--- config.mk ---
export PLATFORM = sky130hd
export DESIGN_NAME = apb_master
export DESIGN_NICKNAME = d
export VERILOG_FILES = /design/src/rtl/apb_master_pkg.sv /design/src/rtl/apb_timeout_cnt.sv /design/src/rtl/apb_master.sv
export SDC_FILE = /design/constraint.sdc
export NUM_CORES = 1
export LEC_CHECK = 0
export CORE_UTILIZATION = 35
export DETAILED_ROUTE_END_ITERATION = 16
export GPL_TIMING_DRIVEN = 0
export PLACE_DENSITY = 0.66
export SLEW_MARGIN = 15
export SYNTH_ARGS = -nofsm -noshare
export SYNTH_HDL_FRONTEND = slang
export SYNTH_SLANG_ARGS = --single-unit
--- constraint.sdc ---
create_clock -name pclk -period 3.2 [get_ports pclk]
set_input_delay 0.32 -clock pclk [delete_from_list [all_inputs] [get_ports pclk]]
set_output_delay 0.32 -clock pclk [all_outputs]
set_load 0.1 [all_outputs]
--- src/rtl/apb_master_pkg.sv ---
// Shared types and constants for the APB master: FSM states, default widths,
// the default timeout, and the register map of the ALU slave it is paired with.
package apb_master_pkg;

    localparam int ADDR_W_DEF  = 5;
    localparam int DATA_W_DEF  = 32;
    localparam int TIMEOUT_DEF = 16;
    localparam int CNT_W       = 8;

    // ALU slave register byte offsets
    localparam int ALU_A_OFS      = 0;
    localparam int ALU_B_OFS      = 4;
    localparam int ALU_RESULT_OFS = 8;
    localparam int ALU_CMD_OFS    = 12;
    localparam int ALU_EN_OFS     = 16;

    typedef enum logic [1:0] {
        ST_IDLE   = 2'd0,
        ST_SETUP  = 2'd1,
        ST_ACCESS = 2'd2
    } apb_state_e;

endpackage

--- src/rtl/apb_timeout_cnt.sv ---
// Counts ACCESS cycles spent waiting on pready; expired_o flags the wait cycle
// whose increment would bring the count up to TIMEOUT.
module apb_timeout_cnt
    import apb_master_pkg::*;
#(
    parameter int TIMEOUT = TIMEOUT_DEF
) (
    input  logic clk_i,
    input  logic rst_ni,
    input  logic clear_i,
    input  logic inc_i,
    output logic expired_o
);

    logic [CNT_W-1:0] cnt_q;
    logic [CNT_W-1:0] cnt_d;

    always_comb begin
        cnt_d = cnt_q;
        if (clear_i) begin
            cnt_d = '0;
        end else if (inc_i) begin
            cnt_d = cnt_q + CNT_W'(1);
        end
    end

    always_ff @(posedge clk_i or negedge rst_ni) begin
        if (!rst_ni) begin
            cnt_q <= '0;
        end else begin
            cnt_q <= cnt_d;
        end
    end

    // Looking one increment ahead lets the FSM abort on exactly the TIMEOUT-th wait.
    assign expired_o = inc_i && (cnt_q == CNT_W'(TIMEOUT - 1));

endmodule

--- src/rtl/apb_master.sv ---
// Single-outstanding APB master: a request is latched in IDLE, driven through
// SETUP and ACCESS, and reported with a one-cycle rsp_valid pulse (or a timeout).
module apb_master
    import apb_master_pkg::*;
#(
    parameter int ADDR_W  = ADDR_W_DEF,
    parameter int DATA_W  = DATA_W_DEF,
    parameter int TIMEOUT = TIMEOUT_DEF
) (
    input  logic              pclk,
    input  logic              presetn,
    input  logic              req_valid,
    output logic              req_ready,
    input  logic              req_write,
    input  logic [ADDR_W-1:0] req_addr,
    input  logic [DATA_W-1:0] req_wdata,
    output logic              rsp_valid,
    output logic [DATA_W-1:0] rsp_rdata,
    output logic              rsp_err,
    output logic              psel,
    output logic              penable,
    output logic              pwrite,
    output logic [ADDR_W-1:0] paddr,
    output logic [DATA_W-1:0] pwdata,
    input  logic [DATA_W-1:0] prdata,
    input  logic              pready
);

    apb_state_e        state_q;
    logic              psel_q;
    logic              penable_q;
    logic              pwrite_q;
    logic [ADDR_W-1:0] paddr_q;
    logic [DATA_W-1:0] pwdata_q;
    logic              rsp_valid_q;
    logic              rsp_err_q;
    logic [DATA_W-1:0] rsp_rdata_q;

    logic cnt_clear;
    logic cnt_inc;
    logic cnt_expired;

    assign cnt_clear = (state_q == ST_IDLE) && req_valid;
    assign cnt_inc   = (state_q == ST_ACCESS) && !pready;

    apb_timeout_cnt #(
        .TIMEOUT (TIMEOUT)
    ) u_timeout_cnt (
        .clk_i     (pclk),
        .rst_ni    (presetn),
        .clear_i   (cnt_clear),
        .inc_i     (cnt_inc),
        .expired_o (cnt_expired)
    );

    always_ff @(posedge pclk or negedge presetn) begin
        if (!presetn) begin
            state_q     <= ST_IDLE;
            psel_q      <= 1'b0;
            penable_q   <= 1'b0;
            pwrite_q    <= 1'b0;
            paddr_q     <= '0;
            pwdata_q    <= '0;
            rsp_valid_q <= 1'b0;
            rsp_err_q   <= 1'b0;
            rsp_rdata_q <= '0;
        end else begin
            rsp_valid_q <= 1'b0;
            case (state_q)
                ST_IDLE: begin
                    if (req_valid) begin
                        pwrite_q <= req_write;
                        paddr_q  <= req_addr;
                        pwdata_q <= req_wdata;
                        psel_q   <= 1'b1;
                        state_q  <= ST_SETUP;
                    end
                end
                ST_SETUP: begin
                    penable_q <= 1'b1;
                    state_q   <= ST_ACCESS;
                end
                ST_ACCESS: begin
                    // pready is checked first so a completion on the last allowed cycle wins.
                    if (pready) begin
                        psel_q      <= 1'b0;
                        penable_q   <= 1'b0;
                        rsp_valid_q <= 1'b1;
                        rsp_err_q   <= 1'b0;
                        if (!pwrite_q) begin
                            rsp_rdata_q <= prdata;
                        end
                        state_q <= ST_IDLE;
                    end else if (cnt_expired) begin
                        psel_q      <= 1'b0;
                        penable_q   <= 1'b0;
                        rsp_valid_q <= 1'b1;
                        rsp_err_q   <= 1'b1;
                        rsp_rdata_q <= '0;
                        state_q     <= ST_IDLE;
                    end
                end
                default: begin
                    psel_q    <= 1'b0;
                    penable_q <= 1'b0;
                    state_q   <= ST_IDLE;
                end
            endcase
        end
    end

    assign req_ready = (state_q == ST_IDLE);
    assign psel      = psel_q;
    assign penable   = penable_q;
    assign pwrite    = pwrite_q;
    assign paddr     = paddr_q;
    assign pwdata    = pwdata_q;
    assign rsp_valid = rsp_valid_q;
    assign rsp_err   = rsp_err_q;
    assign rsp_rdata = rsp_rdata_q;

endmodule

==> flow_summary.toml <==
[run_status]
status = "completed"

[timing]
fin_crit_ns = 2.51
slew_headroom = 0.321
max_freq_mhz = 398
final_hold_viol_count = 0
rsz0062_at_grt = "no"
final.setup.tns_ns = 0
fin_ws_ns = 0.688
setup_viol = 0
maxSlewViolCount = 0
tightestPinTransition_ns = 1.02
fin_skew_ns = 0.00972
hold_ws_ns = 0.469
period_share = 0.785

[route]
ant_nets = 0
drt_iter0_drc = 105
drt-wirelength-per-cell_um = 14.3
wirelength_um = 7910
via_per_inst = 4.72
first_pass_iters = 4
vias = 2613
drcViolationCount = 0

[clocking]
cts_resized = 0
clock_latency_ns = 0.34
cts_max_level = 3
post_cts_buffers = 0
clkSlewWorstSetupHoldPaths_ns = 0.08
clockRootBuffer = "clkbuf_8"
clockBufferDepth = 2
cts_buffers = 9
numClockSinks = 84
ctsHoldBuffers = 1
cts_tree = "yes"

[worst_setup_path]
endpoint_kind = "output port"
arrival_ns = 2.19
crit_required_ns = 2.88
cp-start-kind = "flop"
cp_max_fo = 10
critical_path_class = "flop to output port"
startpoint = "state_q[0]"
timing.rr.start = "u_timeout_cnt.cnt_q[4]"

[synthesis]
synth_top_area_share = 0.617
ys_seq_elements = 84
synth_nets = 335
synth.area.mux_share = 0.138
synth_fa_ha_area_frac = 0.00367
synth_compound_area_frac = 0.116
yosysWarnings = 0
synth.distinct_cells = 32
synth_flop_cell = "dfrtp_1"
netlist.top_cell.by_area = "dfrtp_1"
netlist_area_um2 = 3410
synthSimpleGateAreaFrac = 0.0906
synth_top_family_by_area = "multiplexers"
syn_area_per_cell_um2 = 13.1
yosys-top-cells-count = "dfrtp_1, nand2_1, mux2_2, o2bb2ai_1"
synthXorXnorAreaFrac = 0
synth.area.top_cells = "dfrtp_1, mux2_2, o2bb2ai_1, nand2_1, mux2_1"
synth_most_common_cell = "dfrtp_1"
synth_cells = 260
async_reset_ff_frac = 1.00
synth_edf_count = 0
yosysSeqAreaShare = 0.617

[die]
row_count = 35
die_h_um = 101
start_util = 0.366
core_area_um2 = 9330
dieArea_um2 = 10100
io_pins = 149
die_width_um = 101

[grt]
grt_usage = 0.164
grt_max_degree = 53
grt_pass1_vias = 2664
grt_antenna_before_repair = 0
grt_first_pass_wirelength_um = 12800
gr-total-overflow = 0

[hold_path]
hp-class = "primary input to asynchronous set/reset pin"

[layout]
multi_input_area_um2 = 1190
diodes = 0
area_growth_syn_to_layout_pct = 55.3
nets = 496
seq_area_um2 = 2100
final_area_um2 = 5290
layout-drive-gt1-share = 0.146
fill_cells = 849

[placement]
place_area_um2 = 5080
place_ws_ns = 0.956
dp_hpwl_um = 5730
port_buffers = 148
gp_congestion = 0.717

[run]
cap_violations = 0
-- logic make-up (layout without fill, tap and decap cells) --
family,after synthesis,in the layout
mux,42,42
flops,84,84
fa+ha+maj,1,1
compound gates,50,50
buf+inv,21,186
simple gates,62,62
-- flip-flops by register name (all words and copies together), names as in the netlist --
| signal | cells |
|---|---|
| state_q | 2 |
| psel | 1 |
| pwdata | 32 |
| rsp_rdata | 32 |
| u_timeout_cnt.cnt_q | 8 |
| pwrite | 1 |
| rsp_valid | 1 |
| paddr | 5 |
| penable | 1 |
| rsp_err | 1 |
-- metrics by stage --
stage	utilization	cells
finish	0.568	554
detailed placement	0.544	538
global route	0.568	554
floorplan	-	260
global placement	0.542	537
CTS	0.568	554
-- metal layers --
metal,track usage,share of wire
met5,0,0
met4,0.0635,0.015
met3,0.0499,0.065
met2,0.267,0.49
met1,0.205,0.43
-- path summary, 6_finish.rpt --
| check | end | slack, ns | cells past startpoint |
|---|---|---|---|
| worst max-delay path | req_ready | 0.69 | 3 |
| worst max register to register | penable | 1.36 | 4 |
| worst min-delay path | rsp_rdata[15] | 0.47 | 2 |
| min in group pclk | u_timeout_cnt.cnt_q[7] | 0.48 | 1 |
| max in group asynchronous | pwdata[11] | 2.11 | 3 |
| worst min register to register | u_timeout_cnt.cnt_q[7] | 0.48 | 1 |
-- worst max-delay path: stages, from the launching register on --
cell and delay, ns:
dfrtp_1 0.41, buf_4 0.18, nor2_1 0.10, clkdlybuf4s50_1 1.16
-- final cells by class --
cell class                 instances  area share
inverter                           3     0.00213
buffer                            18      0.0208
multi-input combinational        155       0.224
timing repair buffer             150       0.286
clock inverter                     4      0.0142
clock buffer                      11      0.0248
sequential                        84       0.397
tap                              129      0.0305
-- placed cells by master, fill, tap and decap left out, types with 4 or more instances in the layout --
cell type	instances
o21ai_0	5
nand2_1	38
buf_6	4
clkbuf_8	9
mux2_2	32
buf_2	4
a21oi_1	4
dfrtp_1	84
clkdlybuf4s50_1	147
o2bb2ai_1	32
nor2_1	5
clkbuf_1	10
mux2_1	8
Power is not shown: default switching activity piles up to over one toggle a cycle in this logic, so the estimate is an artifact.
